==> src/rtl/wb_stage.sv <==
// ---------------------------------------------------------------------------
// wb_stage : write-back stage between the EX/MEM register and the register
// file write port. Retires one instruction at a time. ALU results are
// written one cycle after acceptance. Loads wait for the data-memory
// response, then align and extend it before writing. All write outputs are
// registered.
//
// Handshake: an instruction is accepted in any cycle where in_valid_i and
// in_ready_o are both high at the rising clock edge. Upstream must hold its
// inputs stable while in_valid_i is high and in_ready_o is low.
//
// Ports
//   clk, rst            clock (rising edge), asynchronous active-high reset
//   in_valid_i/ready_o  upstream handshake
//   in_rd_addr_i        destination register
//   in_rd_wen_i         instruction writes rd
//   in_is_load_i        instruction is a load
//   in_funct3_i         load type (LB/LH/LW/LBU/LHU)
//   in_addr_lsb_i       load byte address [1:0]
//   in_alu_data_i       ALU result for non-loads
//   mem_rvalid_i        load data valid (one-cycle pulse)
//   mem_rdata_i         raw word from data memory
//   rd_waddr_o/wdata_o  register file write address / data (held)
//   rd_wen_o            register file write enable (pulse)
//   retire_o            pulses for every completed instruction
//   err_o               pulses on a misaligned or illegal load (no write)
//   dbg_state_o         current FSM state, for observation only
// ---------------------------------------------------------------------------
module wb_stage #(
    parameter int DATA_W  = 32,
    parameter int RADDR_W = 5
) (
    input  logic               clk,
    input  logic               rst,
    input  logic               in_valid_i,
    output logic               in_ready_o,
    input  logic [RADDR_W-1:0] in_rd_addr_i,
    input  logic               in_rd_wen_i,
    input  logic               in_is_load_i,
    input  logic [2:0]         in_funct3_i,
    input  logic [1:0]         in_addr_lsb_i,
    input  logic [DATA_W-1:0]  in_alu_data_i,
    input  logic               mem_rvalid_i,
    input  logic [DATA_W-1:0]  mem_rdata_i,
    output logic [RADDR_W-1:0] rd_waddr_o,
    output logic [DATA_W-1:0]  rd_wdata_o,
    output logic               rd_wen_o,
    output logic               retire_o,
    output logic               err_o,
    output logic [1:0]         dbg_state_o
);

    typedef enum logic [1:0] {
        S_IDLE     = 2'd0,
        S_WAIT_MEM = 2'd1,
        S_WB       = 2'd2
    } state_t;

    state_t               state_q;
    logic [RADDR_W-1:0]   rd_waddr_q;
    logic [DATA_W-1:0]    rd_wdata_q;
    logic                 rd_wen_q;
    logic                 retire_q;
    logic                 err_q;

    // Load context captured at acceptance, used when the data returns.
    logic [RADDR_W-1:0]   ld_rd_q;
    logic                 ld_wen_q;
    logic [2:0]           ld_funct3_q;
    logic [1:0]           ld_lsb_q;

    logic                 accept;
    logic                 load_illegal;
    logic [7:0]           ld_byte;
    logic [15:0]          ld_half;
    logic [DATA_W-1:0]    ld_data_d;

    assign in_ready_o  = (state_q != S_WAIT_MEM);
    assign accept      = in_valid_i & in_ready_o;
    assign dbg_state_o = state_q;

    // Illegal or misaligned loads are decided from the incoming fields so the
    // error can retire without ever touching memory.
    always_comb begin
        load_illegal = 1'b1;
        case (in_funct3_i)
            3'b000, 3'b100: load_illegal = 1'b0;
            3'b001, 3'b101: load_illegal = in_addr_lsb_i[0];
            3'b010:         load_illegal = (in_addr_lsb_i != 2'b00);
            default:        load_illegal = 1'b1;
        endcase
    end

    // Byte/half selection and extension of the returned word.
    always_comb begin
        ld_byte = mem_rdata_i[7:0];
        case (ld_lsb_q)
            2'd0:    ld_byte = mem_rdata_i[7:0];
            2'd1:    ld_byte = mem_rdata_i[15:8];
            2'd2:    ld_byte = mem_rdata_i[23:16];
            default: ld_byte = mem_rdata_i[31:24];
        endcase
        ld_half = ld_lsb_q[1] ? mem_rdata_i[31:16] : mem_rdata_i[15:0];

        ld_data_d = mem_rdata_i;
        case (ld_funct3_q)
            3'b000:  ld_data_d = {{(DATA_W-8){ld_byte[7]}}, ld_byte};
            3'b100:  ld_data_d = {{(DATA_W-8){1'b0}}, ld_byte};
            3'b001:  ld_data_d = {{(DATA_W-16){ld_half[15]}}, ld_half};
            3'b101:  ld_data_d = {{(DATA_W-16){1'b0}}, ld_half};
            default: ld_data_d = mem_rdata_i;
        endcase
    end

    always_ff @(posedge clk or posedge rst) begin
        if (rst) begin
            state_q     <= S_IDLE;
            rd_waddr_q  <= '0;
            rd_wdata_q  <= '0;
            rd_wen_q    <= 1'b0;
            retire_q    <= 1'b0;
            err_q       <= 1'b0;
            ld_rd_q     <= '0;
            ld_wen_q    <= 1'b0;
            ld_funct3_q <= 3'b000;
            ld_lsb_q    <= 2'b00;
        end else begin
            // Pulses default low; address and data hold until the next write.
            rd_wen_q <= 1'b0;
            retire_q <= 1'b0;
            err_q    <= 1'b0;
            case (state_q)
                S_IDLE, S_WB: begin
                    if (accept) begin
                        if (!in_is_load_i) begin
                            state_q    <= S_WB;
                            rd_waddr_q <= in_rd_addr_i;
                            rd_wdata_q <= in_alu_data_i;
                            rd_wen_q   <= in_rd_wen_i & (in_rd_addr_i != '0);
                            retire_q   <= 1'b1;
                        end else if (load_illegal) begin
                            state_q  <= S_WB;
                            err_q    <= 1'b1;
                            retire_q <= 1'b1;
                        end else begin
                            state_q     <= S_WAIT_MEM;
                            ld_rd_q     <= in_rd_addr_i;
                            ld_wen_q    <= in_rd_wen_i;
                            ld_funct3_q <= in_funct3_i;
                            ld_lsb_q    <= in_addr_lsb_i;
                        end
                    end else begin
                        state_q <= S_IDLE;
                    end
                end
                S_WAIT_MEM: begin
                    if (mem_rvalid_i) begin
                        state_q    <= S_WB;
                        rd_waddr_q <= ld_rd_q;
                        rd_wdata_q <= ld_data_d;
                        rd_wen_q   <= ld_wen_q & (ld_rd_q != '0);
                        retire_q   <= 1'b1;
                    end
                end
                default: state_q <= S_IDLE;
            endcase
        end
    end

    assign rd_waddr_o = rd_waddr_q;
    assign rd_wdata_o = rd_wdata_q;
    assign rd_wen_o   = rd_wen_q;
    assign retire_o   = retire_q;
    assign err_o      = err_q;

endmodule

==> config.mk <==
export PLATFORM = sky130hd
export DESIGN_NAME = wb_stage
export DESIGN_NICKNAME = d
export VERILOG_FILES = /design/src/rtl/wb_stage.sv
export SDC_FILE = /design/constraint.sdc
export NUM_CORES = 1
export LEC_CHECK = 0
export ABC_AREA = 1
export BUFFER_PORTS_ARGS = -buffer_cell sky130_fd_sc_hd__buf_2
export CAP_MARGIN = 20
export CORE_ASPECT_RATIO = 1.4
export CORE_MARGIN = 3
export CORE_UTILIZATION = 40
export CTS_BUF_LIST = sky130_fd_sc_hd__clkbuf_8
export CTS_CLUSTER_SIZE = 12
export DETAILED_ROUTE_END_ITERATION = 10
export PLACE_DENSITY_LB_ADDON = 0.1
export SLEW_MARGIN = 40
export SYNTH_ARGS = -nofsm -noshare
export SYNTH_HDL_FRONTEND = slang
export SYNTH_SLANG_ARGS = --single-unit
==> constraint.sdc <==
create_clock -name clk -period 2.5 [get_ports clk]
set_input_delay 0.125 -clock clk [delete_from_list [all_inputs] [get_ports clk]]
set_output_delay 0.125 -clock clk [all_outputs]
set_load 0.02 [all_outputs]
==> impl_results.md <==
- Status: complete, but fails checks
- Failing checks: negative hold slack
- IO Count: roughly 120
- Root buf cell: clkbuf_8
- TritonRoute pass-1 iters: 4
- Fraction of layout cells with a size suffix above 1: a little over a quarter
- HPWL after DPL: 6.75 mm
- Die W: between 80 and 90 um
- CTS H-tree lvls: 2
- Worst reg-to-reg setup slack: approximately 0.54 ns
- Switching part of the total: between 40% and 50%
- Post-CTS sizing: 0
- Cell Area, Synth: roughly 0.0032 mm2
- Antenna violations before repair: 0
- Ys Warns: 0
- Worst reg2reg path depth: 6
- R2r startpoint: ld_lsb_q[1]
- Sequential Power Share: roughly 43%
- Min Tclk post-route: just under 2 ns
- Final Hold Viols: 6
- Die H: approximately 110 um
- Final Max Tran Viols: 0
- FF+latch count, synth: 53
- Final Util: about half
- Fmax: 509 MHz
- N_diodes: 0
- Initial Utilization: around two fifths
- Via count: 3276
- Syn_area_per_cell: between 6 and 7 um2
- DR WL/cell: roughly 14 um
- Worst slew pin tran: around 0.76 ns
- TritonCTS clock tree: done
- Slew HR: 49.0%
- Register area share after synthesis: between 40% and 50%
- Vias per cell: ~4.9
- DR WL met3: approximately 560 um
- Worst R2R End: rd_wdata_o[9]
- Leakage: around 2.1 nW
- Synthesized Nets: about 550
- I/O Buffers: 122
- DR top layer: met4
- Max VDD drop: approximately 340 uV
- Cts bufs inserted: 5
- Number of global-route vias before repair: 3085
- Post-CTS Setup Bufs: 0
- CP endpoint kind: flip-flop
- Worst skew pair latency: 0.31 ns
- Longest Clk Path Bufs: 2
- Final wirelength: just over 9 mm
- Setup TNS: 0 ns
- # setup viols final: 0
- Remaining Overflow, GRT: 0
- M1 wire length: ~3.7 mm
- Max-cap viol count: 0
- Crit path DAT: 2.20 ns
- Worst-path clk slew: 0.10 ns
- Clock skew: roughly 0.0053 ns
- WL met2: approximately 4.7 mm
- DR iter-0 viols: 189
- Tcrit/Tclk final: 78.5%
- CTS sink cnt: 53
- Final net count: about 650
- Internal power: about 1.6 mW
- Worst setup SP type: flip-flop
- Remaining antenna violation count: 0
- Switch Pwr: 1.13 mW
- Gate power share: 39.5%
- Mapped Cells: 466
- Total track usage: 20.3%
- First-pass GRT wire length: 14.7 mm
- # DRC: 0
- RSZ-0062 raised after global routing: no
- Hold Crit Class: in2async
- CP required: 2.73 ns
- Pin count of the biggest net entering global routing: 54
- Core footprint: between 0.007 and 0.008 mm2
- Kind of critical path: reg2reg
- Worst hold slack: -0.00266 ns
- Max FO, Critical Path: 24
- CTS hold repair buffers: 0
- Routability congestion estimate: 0.846
- Area grow syn2layout: 20.7%
- Clock power share: between 10% and 20%
- Cell Pwr Density: 704 mW/mm2
- Std cell rows: 38
- Library cells used by synthesis: 29
- Die area: just over 0.009 mm2
state kept, by name, summed over array words and instances (netlist names):
signal / flops
rd_wdata_o: 32
ld_rd_q: 5
ld_wen_q: 1
ld_lsb_q: 2
err_o: 1
ld_funct3_q: 3
dbg_state_o: 2
retire_o: 1
rd_wen_o: 1
rd_waddr_o: 5
cell type report:
type | count | area (um2)
fillers | 858 | 3920
multi-input cells | 352 | 1570
flip-flops and latches | 53 | 1330
repair buffers | 126 | 641
inverters | 34 | 128
well taps | 100 | 125
clock buffers | 5 | 68.8
clock inverters | 3 | 18.8
worst max-delay path by stage:
stage               slack, ns        endpoint            from  cells after the start
floorplan                1.08  rd_wdata_o[10]  dbg_state_o[0]                      6
global placement         0.58  rd_wdata_o[10]     ld_lsb_q[1]                      6
detailed placement       0.58   rd_wdata_o[9]     ld_lsb_q[1]                      6
CTS                      0.56   rd_wdata_o[9]     ld_lsb_q[1]                      6
global route             0.33  rd_wdata_o[12]     ld_lsb_q[1]                      6
finish                   0.54   rd_wdata_o[9]     ld_lsb_q[1]                      6
routing by layer:
metal / global-route usage (%) / vias up
li1: - / 1689
met1: 25.9 / 1485
met2: 35.1 / 92
met3: 3.13 / 10
met4: 5.43 / 0
met5: 0 / -
Yosys cell counts, drive strengths merged:
master / number / area share (%)
inv: 34 / 4.0
nor3b: 1 / 0.23
o211ai: 1 / 0.23
nor3: 1 / 0.16
nand4: 4 / 0.78
dfrtp: 53 / 41
nand3b: 2 / 0.86
buf: 20 / 5.0
o21ai: 29 / 4.9
a21oi: 42 / 6.5
or2: 2 / 0.39
a21o: 4 / 0.93
a31oi: 6 / 1.2
nand3: 27 / 4.4
nor2: 87 / 11
clkbuf: 7 / 0.82
nand2: 144 / 17
o22ai: 1 / 0.19
o21bai: 1 / 0.23
kinds of logic (layout without fill, tap and decap cells):
logic type             count (synthesis)  after routing  synth area share (%)
AND/OR/NAND/NOR                      268            268                  34.7
AO/OA/AOI/OAI                         84             84                  14.2
flip-flops                            53             53                  41.3
buffers and inverters                 61            168                  9.82
power by group through the flow:
| stage | registers, mW | logic, mW | clock network [mW] |
|---|---|---|---|
| after floorplan | 1.32 | 0.621 | 0 |
| after global placement | 1.18 | 1.08 | 0 |
| after detailed placement | 1.18 | 1.09 | 0 |
| after CTS | 1.17 | 1.09 | 0.509 |
| after global routing | 1.19 | 1.21 | 0.534 |
| final | 1.17 | 1.08 | 0.486 |
worst max-delay path, stage by stage, from the launching register on:
cell,delay (ns)
dfrtp_1,0.70
inv_2,0.23
nand3_1,0.18
nand3_2,0.40
nand2_1,0.18
nand2_1,0.07
a21oi_1,0.14
cell usage in the layout (no fill, tap or decap), types with 2 or more instances in the layout:
cell        count
nand2_1       141
buf_2         122
nor2_1         84
dfrtp_1        53
a21oi_1        42
inv_1          28
o21ai_0        26
nand3_1        26
inv_2           7
a31oi_1         6
clkbuf_8        5
a21o_1          4
nand4_1         4
buf_4           4
o21ai_2         3
nor2_4          2
nand2_2         2
or2_2           2
clkinvlp_4      2
stage by stage:
step | hold WS, ns | std cells | area [um2] | total power [mW] | worst slack (ns)
after CTS | 0.0108 | 673 | 3880 | 2.77 | 0.556
after floorplan | 0.235 | 466 | 3210 | 1.95 | 1.08
after global placement | 0.353 | 665 | 3790 | 2.26 | 0.578
after detailed placement | 0.355 | 665 | 3790 | 2.27 | 0.575
after global routing | 0.0355 | 673 | 3880 | 2.93 | 0.332
final | -0.00266 | 673 | 3880 | 2.73 | 0.537
No activity file was read; power rests on OpenSTA's default activity.
